### src/rtl/rtc_timekeeper.sv
// 24-hour time-of-day counter with 1 Hz prescaler and button-driven set-time edit mode.
// Optional AMPM_DISPLAY_EN adds registered 12-hour HOUR12/PM outputs.
module rtc_timekeeper #(
    parameter int unsigned CLK_HZ  = 1000,
    parameter int unsigned PRESC_W = 16
) (
    input  logic       CLK,
    input  logic       RESETN,
    input  logic [2:0] STATE,
    input  logic       up,
    input  logic       down,
    input  logic       shift,
    input  logic       OK,
    output logic [6:0] HOUR,
    output logic [6:0] MIN,
    output logic [6:0] SEC,
    output logic [1:0] FIELD,
`ifdef AMPM_DISPLAY_EN
    output logic [6:0] HOUR12,
    output logic       PM,
`endif
    output logic       SEC_TICK
);

    localparam logic [PRESC_W-1:0] PrescMax  = PRESC_W'(CLK_HZ - 1);
    localparam logic [6:0]         HourMax   = 7'd23;
    localparam logic [6:0]         MinSecMax = 7'd59;

    function automatic logic [6:0] wrap_inc(input logic [6:0] v, input logic [6:0] max);
        return (v == max) ? 7'd0 : v + 7'd1;
    endfunction

    function automatic logic [6:0] wrap_dec(input logic [6:0] v, input logic [6:0] max);
        return (v == 7'd0) ? max : v - 7'd1;
    endfunction

    logic [PRESC_W-1:0] presc_q, presc_d;
    logic               sec_tick_q, sec_tick_d;
    logic [6:0]         run_h_q, run_h_d, run_m_q, run_m_d, run_s_q, run_s_d;
    logic [6:0]         edit_h_q, edit_h_d, edit_m_q, edit_m_d, edit_s_q, edit_s_d;
    logic [1:0]         field_q, field_d;
    logic [2:0]         state_prev_q, state_prev_d;
    logic [6:0]         hour_q, hour_d, min_q, min_d, sec_q, sec_d;
    logic               tick, in_edit, entry, commit;

    always_comb begin
        in_edit = (STATE == 3'd1);
        entry   = in_edit && (state_prev_q != 3'd1);
        // Buttons are ignored on the entry cycle since the edit registers are still loading.
        commit  = in_edit && !entry && OK;
        tick    = (presc_q == PrescMax);

        presc_d      = (tick || commit) ? '0 : presc_q + PRESC_W'(1);
        sec_tick_d   = tick && !commit;
        state_prev_d = STATE;

        run_h_d = run_h_q;
        run_m_d = run_m_q;
        run_s_d = run_s_q;
        if (commit) begin
            run_h_d = edit_h_q;
            run_m_d = edit_m_q;
            run_s_d = edit_s_q;
        end else if (tick) begin
            run_s_d = wrap_inc(run_s_q, MinSecMax);
            if (run_s_q == MinSecMax) begin
                run_m_d = wrap_inc(run_m_q, MinSecMax);
                if (run_m_q == MinSecMax) begin
                    run_h_d = wrap_inc(run_h_q, HourMax);
                end
            end
        end

        edit_h_d = edit_h_q;
        edit_m_d = edit_m_q;
        edit_s_d = edit_s_q;
        field_d  = field_q;
        if (!in_edit) begin
            field_d = 2'd0;
        end else if (entry) begin
            edit_h_d = run_h_q;
            edit_m_d = run_m_q;
            edit_s_d = run_s_q;
            field_d  = 2'd1;
        end else begin
            if (up != down) begin
                case (field_q)
                    2'd1:    edit_h_d = up ? wrap_inc(edit_h_q, HourMax)
                                           : wrap_dec(edit_h_q, HourMax);
                    2'd2:    edit_m_d = up ? wrap_inc(edit_m_q, MinSecMax)
                                           : wrap_dec(edit_m_q, MinSecMax);
                    2'd3:    edit_s_d = up ? wrap_inc(edit_s_q, MinSecMax)
                                           : wrap_dec(edit_s_q, MinSecMax);
                    default: ;
                endcase
            end
            if (shift) begin
                field_d = (field_q == 2'd3) ? 2'd1 : field_q + 2'd1;
            end
        end

        hour_d = in_edit ? edit_h_d : run_h_d;
        min_d  = in_edit ? edit_m_d : run_m_d;
        sec_d  = in_edit ? edit_s_d : run_s_d;
    end

`ifdef AMPM_DISPLAY_EN
    logic [6:0] hour12_q, hour12_d;
    logic       pm_q, pm_d;

    always_comb begin
        if (hour_d == 7'd0) begin
            hour12_d = 7'd12;
            pm_d     = 1'b0;
        end else if (hour_d < 7'd12) begin
            hour12_d = hour_d;
            pm_d     = 1'b0;
        end else if (hour_d == 7'd12) begin
            hour12_d = 7'd12;
            pm_d     = 1'b1;
        end else begin
            hour12_d = hour_d - 7'd12;
            pm_d     = 1'b1;
        end
    end

    always_ff @(posedge CLK) begin
        if (!RESETN) begin
            hour12_q <= 7'd12;
            pm_q     <= 1'b0;
        end else begin
            hour12_q <= hour12_d;
            pm_q     <= pm_d;
        end
    end

    assign HOUR12 = hour12_q;
    assign PM     = pm_q;
`endif

    always_ff @(posedge CLK) begin
        if (!RESETN) begin
            presc_q      <= '0;
            sec_tick_q   <= 1'b0;
            run_h_q      <= 7'd0;
            run_m_q      <= 7'd0;
            run_s_q      <= 7'd0;
            edit_h_q     <= 7'd0;
            edit_m_q     <= 7'd0;
            edit_s_q     <= 7'd0;
            field_q      <= 2'd0;
            state_prev_q <= 3'd0;
            hour_q       <= 7'd0;
            min_q        <= 7'd0;
            sec_q        <= 7'd0;
        end else begin
            presc_q      <= presc_d;
            sec_tick_q   <= sec_tick_d;
            run_h_q      <= run_h_d;
            run_m_q      <= run_m_d;
            run_s_q      <= run_s_d;
            edit_h_q     <= edit_h_d;
            edit_m_q     <= edit_m_d;
            edit_s_q     <= edit_s_d;
            field_q      <= field_d;
            state_prev_q <= state_prev_d;
            hour_q       <= hour_d;
            min_q        <= min_d;
            sec_q        <= sec_d;
        end
    end

    assign HOUR     = hour_q;
    assign MIN      = min_q;
    assign SEC      = sec_q;
    assign FIELD    = field_q;
    assign SEC_TICK = sec_tick_q;

endmodule
### config.mk
export PLATFORM = sky130hd
export DESIGN_NAME = rtc_timekeeper
export DESIGN_NICKNAME = d
export VERILOG_FILES = /design/src/rtl/rtc_timekeeper.sv
export SDC_FILE = /design/constraint.sdc
export NUM_CORES = 1
export LEC_CHECK = 0
export BUFFER_PORTS_ARGS = -buffer_cell sky130_fd_sc_hd__buf_4
export CAP_MARGIN = 20
export CORE_MARGIN = 2
export CORE_UTILIZATION = 31
export CTS_BUF_LIST = sky130_fd_sc_hd__clkbuf_8
export CTS_CLUSTER_SIZE = 16
export DETAILED_ROUTE_END_ITERATION = 6
export SLEW_MARGIN = 30
export SYNTH_ARGS = -nofsm -noshare
export SYNTH_HDL_FRONTEND = slang
export SYNTH_SLANG_ARGS = --single-unit
### constraint.sdc
create_clock -name CLK -period 2.3 [get_ports CLK]
set_input_delay 0.23 -clock CLK [delete_from_list [all_inputs] [get_ports CLK]]
set_output_delay 0.23 -clock CLK [all_outputs]
set_load 0.01 [all_outputs]
==> results of run 1 <==
==> worst max-delay path, delay by kind of cell (launching register included) <==
| family | cells | cell delay [ns] |
|---|---|---|
| adder cells (fa/ha/maj) | 1 | 0.23 |
| AO/OA/AOI/OAI | 4 | 0.94 |
| AND/OR/NAND/NOR | 1 | 0.15 |
| buffers and inverters | 1 | 0.14 |
| flip-flops | 1 | 0.55 |
==> routing by layer <==
| layer | part of all wire | global-route usage | vias up | routed length, µm |
|---|---|---|---|---|
| li1 | - | - | 2471 | - |
| met4 | 0.020 | 0.06481 | 0 | 317 |
| met3 | 0.064 | 0.03367 | 26 | 994 |
| met2 | 0.46 | 0.2744 | 164 | 7183 |
| met1 | 0.45 | 0.2264 | 2386 | 7041 |
| met5 | 0 | 0 | - | 0 |
==> layout make-up <==
| cell class | count | area share |
|---|---|---|
| flip-flops and latches | 85 | 0.2774 |
| inverters | 18 | 0.01101 |
| clock inverters | 6 | 0.01530 |
| multi-input cells | 497 | 0.5460 |
| repair buffers | 62 | 0.08199 |
| well taps | 225 | 0.04589 |
| clock buffers | 10 | 0.02244 |
==> state kept, by name (all words and copies together) (netlist names) <==
| signal | cells |
|---|---|
| run_m_q | 7 |
| state_prev_q | 3 |
| run_s_q | 7 |
| SEC | 7 |
| edit_s_q | 7 |
| HOUR | 7 |
| FIELD | 2 |
| presc_q | 16 |
| edit_h_q | 7 |
| MIN | 7 |
| run_h_q | 7 |
| edit_m_q | 7 |
| SEC_TICK | 1 |
==> worst min-delay path by stage <==
stage	endpoint	slack, ns
floorplan	FIELD[1]$_SDFFE_PP0P_	0.34
global placement	presc_q[0]$_SDFF_PP0_	0.43
detailed placement	presc_q[0]$_SDFF_PP0_	0.46
CTS	FIELD[1]$_SDFFE_PP0P_	0.04
global route	state_prev_q[0]$_SDFF_PN0_	0.07
finish	FIELD[1]$_SDFFE_PP0P_	0.07
==> cells in the mapped netlist (4+ instances only) <==
master and instances:
and4_1 4, nor4_1 4, buf_2 7, inv_1 17
mux2i_1 5, ha_1 16, nand2_1 40, o211a_1 4
or3_1 10, a211o_1 6, nor3b_1 5, xnor2_1 14
nor4_4 4, xor2_1 18, and2_1 15, o31a_1 4
a211oi_1 20, and3_1 10, a21o_1 8, o221ai_1 4
clkbuf_1 32, nor3_1 12, nor2b_1 5, o22ai_1 7
buf_6 4, dfxtp_1 85, o21ai_0 34, nor2_1 64
o31ai_1 8, o211ai_1 9, nand3_1 26, a31oi_1 10
nand4_1 15, a21oi_1 42
==> power by group <==
part | total (mW) | internal (mW) | switching (mW)
combinational | 0.316 | 0.123 | 0.193
clock | 1.23 | 0.649 | 0.581
sequential | 1.52 | 1.50 | 0.0290
total | 3.07 | 2.27 | 0.803
==> metrics by stage <==
step             util  setup WS, ns  power [mW]  cell area, µm²
2_1_floorplan       -        0.3316       1.754            5374
3_3_place_gp   0.3449        0.2285       1.872            5903
3_5_place_dp   0.3449        0.2322       1.871            5903
4_1_cts        0.3584        0.1966       3.115            6135
5_1_grt        0.3584       0.04110       3.194            6135
6_report       0.3584        0.1954       3.071            6135
==> cells by family (layout without fill, tap and decap cells) <==
group / after synthesis / in the layout / share of synthesized area
AND/OR/NAND/NOR: 243 / 243 / 0.2612
adder cells (fa/ha/maj): 16 / 16 / 0.03725
flip-flops: 85 / 85 / 0.3166
AO/OA/AOI/OAI: 201 / 201 / 0.2622
multiplexers: 5 / 5 / 0.009314
XOR/XNOR: 32 / 32 / 0.05215
buffers and inverters: 69 / 96 / 0.06123
==> layout by cell type, fill, tap and decap left out, drive strengths merged, types with 5 or more instances in the layout <==
cell type / count
nor4: 10
o21ai: 34
xor2: 18
a21o: 8
or3: 10
nor3b: 8
inv: 18
a211o: 6
o31ai: 8
clkbuf: 10
nand4: 18
a21oi: 42
o22ai: 7
nor2: 64
nand3: 28
buf: 62
o211ai: 9
and2: 16
nand2: 41
xnor2: 14
and3: 10
a31oi: 10
nor3: 12
a211oi: 22
dfxtp: 85
ha: 16
mux2i: 5
nor2b: 5
==> impl_results.md, run 1 <==
- Unrepaired setup endpoints after global routing: false
- Gr ovfl total: 0
- Footprint of the multi-input gates: 3349 µm²
- Fmax: between 400 and 500 MHz
- Tot GR Track Use: 0.1709
- Period minus WS final: approximately 2.1 ns
- Detailed router's first-iteration violation count: 517
- Crit. Startpoint: edit_m_q[0]$_SDFF_PN0_
- CTS max path bufs: 2
- Share of cells above drive strength 1: 0.1549
- CP Launch Type: flop
- Worst skew pair latency: 0.38 ns
- Routed WL: between 15000 and 20000 µm
- Reg2reg path depth: 7
- Core ar.: 17120 µm²
- Post-Syn Area: 5374 µm²
- Via count: 5047
- I/O Buffers: 32
- Crit path cell chain: inv_1 > ha_1 > nor2b_1 > a311o_1 > a21oi_1 > a211oi_1 > o31a_1
- Hold slack: 0.06875 ns
- Setup bufs post-CTS: 0
- Leading post-synthesis cells by cell area: dfxtp_1, nor2_1, a21oi_1, ha_1, o21ai_0
- Mean Syn Cell Area: 8.255 µm²
- CTS root buf: clkbuf_8
- Hold/Removal Path Class: input port to flop
- Cts repair resizes: 0
- Setup TNS: 0 ns
- Detailed placer's ending HPWL: 10990 µm
- Filler Cell Count: 1786
- Endpoints failing hold: 0
- Hold path start: shift
- FF-to-FF Start: edit_m_q[0]$_SDFF_PN0_
- Vias per cell: 5.589
- FF-to-FF setup slack: a little under 0.2 ns
- Reg2reg end: MIN[3]$_SDFF_PN0_
- Final period util: 0.9150
- Pins over their slew limit: 0
- Ant diodes: 0
- Worst Max-Slew Pin Slew: 0.7672 ns
- # placed instances: 887
- CTS Buf Count: 9
- # clock sinks: 85
- # IOs: 33
- CP endpoint kind: flop
- Initial antenna violation count: 0
- Worst EP required: 2.58 ns
- Number of synthesized flops with an enable pin: 0
- Crit path to: MIN[3]$_SDFF_PN0_
- Crit-path max FO: 11
- Die W: 135.7 µm
- First-pass GRT wire length: roughly 25000 µm
- Max stage delay on crit path: between 0.5 and 0.6 ns
- Yosys warns: 0
- CTS tree: done
- Power per cell area: 500.5 nW/µm²
- Maximum number of pins on one net before global-route repair: 44
- Max Cap Viol: 0
- Max IR drop VDD: 0.2358 mV
- CTS Hold Bufs: 0
- Routed length per instance: around 17 µm
- Synth cell types: 80
- Finished Layout Cells: 903
- H-tree depth: 3
- Syn Inst Count: 651
- Post-synth ARST share: 0
- Register clock-pin slew on the reported worst setup and hold paths: 0.09 ns
- Sequential Area: 1702 µm²
- Seq cells post-synth: 85
- Slowest cell on the critical path: dfxtp_1
- Post-synthesis sequential area ratio: 0.3166
- Area grow syn2layout: 14.16%
- Vert. Die Dim: 135.7 µm
- Final nets: roughly 700
- Status: finished clean
- Worst hold path depth: 2
- Yosys top cell by area: dfxtp_1
- Worst EP arrival: between 2 and 2.5 ns
- Vias in the first global route: roughly 4700
- Synth top area share: 0.3166
- Final setup viols: 0
- Clock Skews: 0.01006 ns
- Routability cong.: 0.9112
- Syn nets: between 600 and 700
- Die area: 18410 µm²
- Starting density of the core: 0.3140
- Slew margin rel.: 0.4838
- Crit path kind: flop to flop
- Pre-antenna DRT Iters: 5
- DRC: 0
- Primary FF master, synth: dfxtp_1
- Site row count: 48
- Antenna-violating nets left: 0
- Pleak: 2.211 nW
Power figures use the tool's default switching activity.
==> run 2: changes to the inputs <==
Clock period 2.3 ns to 2.56 ns, I/O delays scaled along.
==> run 2 against run 1 <==
Net effect:
- cell count down 0.89%
- combinational power shrank 13%
- worst setup slack improved by 0.18 ns
- via count decreased by 0.57%
- die area is the same
- sequential share of layout area rose by 0.41 points
- first-iteration DRC count is 24% lower
- largest power group unchanged
- total power decreased by 10%
- clock power shrank 9.8%
- global-route usage increased by 0.49 points
==> impl_results.md, run 2 (same netlist as run 1, synthesis figures left out) <==
- Detailed placer's ending HPWL: approximately 11000 µm
- CP endpoint kind: flop
- DR WL met2: 7096 µm
- Vias per cell: ~5.6
- Hold/Removal Path Class: input port to flop
- Initial antenna violation count: 0
- Site row count: 48
- Max reg flops: 16
- Detailed router's first-iteration violation count: 393
- Ant diodes: 0
- Largest Register: presc_q
- Share of cells above drive strength 1: 0.1448
- # IOs: 33
- Routability cong.: 0.8789
- Max Used Layer: met4
- Max Cap Viol: 0
- CTS Hold Bufs: 0
- Pre-antenna DRT Iters: 5
- Period minus WS final: 2.183 ns
- Unrepaired setup endpoints after global routing: false
- Cts repair resizes: 0
- # clock sinks: 85
- CTS root buf: clkbuf_8
- Wl on met1: between 7000 and 8000 µm
- Area grow syn2layout: 12.50%
- Gr ovfl total: 0
- Routed WL: 15710 µm
- Worst skew pair latency: 0.37 ns
- CTS max path bufs: 2
- Crit path to: HOUR[5]$_SDFF_PN0_
- I/O Buffers: 32
- Via count: 5018
- CTS Buf Count: 9
- Vert. Die Dim: 135.7 µm
- Most common cell after layout, fill and taps aside: dfxtp_1
- Tot GR Track Use: 0.1759
- Slew margin rel.: 0.5562
- DRC: 0
- Pins over their slew limit: 0
- Power per cell area: 456.0 nW/µm²
- Endpoints failing hold: 0
- Worst Max-Slew Pin Slew: 0.6596 ns
- Setup bufs post-CTS: 0
- Most frequent cells in the layout: dfxtp_1, nor2_1, buf_4
- Maximum number of pins on one net before global-route repair: 33
- Vias in the first global route: between 4000 and 5000
- Core ar.: around 17000 µm²
- Worst EP arrival: approximately 2.4 ns
- Reg2reg path depth: 6
- Crit path kind: flop to flop
- Tot Pwr: 2.757 mW
- Starting density of the core: 0.3140
- Worst EP required: 2.80 ns
- CP Launch Type: flop
- Final setup viols: 0
- Final nets: 691
- Die W: ~140 µm
- Reg2reg end: HOUR[5]$_SDFF_PN0_
- Max IR drop VDD: 0.2224 mV
- Fmax: approximately 460 MHz
- Setup TNS: 0 ns
- FF-to-FF setup slack: 0.38 ns
- Met3 WL: 893 µm
- Clock Skews: 0.006697 ns
- Antenna-violating nets left: 0
- Die area: 18410 µm²
- FF-to-FF Start: run_s_q[0]$_SDFF_PN0_
- Routed length per instance: 17.55 µm
- Crit. Startpoint: run_s_q[0]$_SDFF_PN0_
- Final period util: 0.8527
- H-tree depth: 3
- Crit-path max FO: 6
- First-pass GRT wire length: 25320 µm
- CTS tree: done
- Pleak: 2.158 nW
- Register clock-pin slew on the reported worst setup and hold paths: roughly 0.080 ns
- Status: finished clean
==> run 2: cell count changes in the layout (fill, tap and decap cells not counted), sizes merged <==
cell / change
buf: -7
clkbuf: +2
inv: -1
clkinv: -2
==> run 2: cell type report <==
class	instances	area, µm²
Sequential cell	85	1702
Clock inverter	3	67.56
Inverter	18	67.56
Fill cell	1781	11070
Tap cell	225	281.5
Timing Repair Buffer	55	412.9
Clock buffer	12	165.2
Multi-Input combinational cell	497	3349
==> run 2: worst min path at each step <==
| stage | cells past startpoint | slack (ns) | startpoint | endpoint |
|---|---|---|---|---|
| after CTS | 2 | 0.09 | shift | FIELD[1]$_SDFFE_PP0P_ |
| final | 2 | 0.11 | shift | FIELD[1]$_SDFFE_PP0P_ |
| after floorplan | 1 | 0.37 | shift | FIELD[1]$_SDFFE_PP0P_ |
| after detailed placement | 1 | 0.44 | presc_q[0]$_SDFF_PP0_ | presc_q[0]$_SDFF_PP0_ |
| after global placement | 1 | 0.43 | presc_q[0]$_SDFF_PP0_ | presc_q[0]$_SDFF_PP0_ |
| after global routing | 2 | 0.08 | shift | FIELD[1]$_SDFFE_PP0P_ |
==> run 2: layer usage <==
| layer | vias up | global-route usage |
|---|---|---|
| met5 | - | 0 |
| met4 | 0 | 0.05903 |
| met3 | 29 | 0.04115 |
| met2 | 159 | 0.2722 |
| met1 | 2373 | 0.2403 |
| li1 | 2457 | - |
==> run 2: worst max-delay path, cell delays in order, from the launching register on <==
cell      delay [ns]
dfxtp_1         0.42
ha_1            0.25
nor3b_2         0.27
nand4_1         0.35
a211o_1         0.38
a21oi_1         0.25
o211ai_1        0.13
==> run 2: where the power goes <==
group	switching [mW]	total, mW	internal (mW)
clock	0.481	1.11	0.624
sequential	0.0335	1.38	1.34
combinational	0.170	0.275	0.105
total	0.684	2.76	2.07
==> run 2: per-stage QoR <==
step	instances	hold WS, ns	utilization	setup WS [ns]	area, µm²
3_5_place_dp	880	0.4362	0.3396	0.3921	5813
4_1_cts	895	0.08820	0.3532	0.3880	6046
3_3_place_gp	880	0.4332	0.3396	0.4622	5813
2_1_floorplan	651	0.3677	-	0.5916	5374
5_1_grt	895	0.08408	0.3532	0.1709	6046
6_report	895	0.1093	0.3532	0.3772	6046
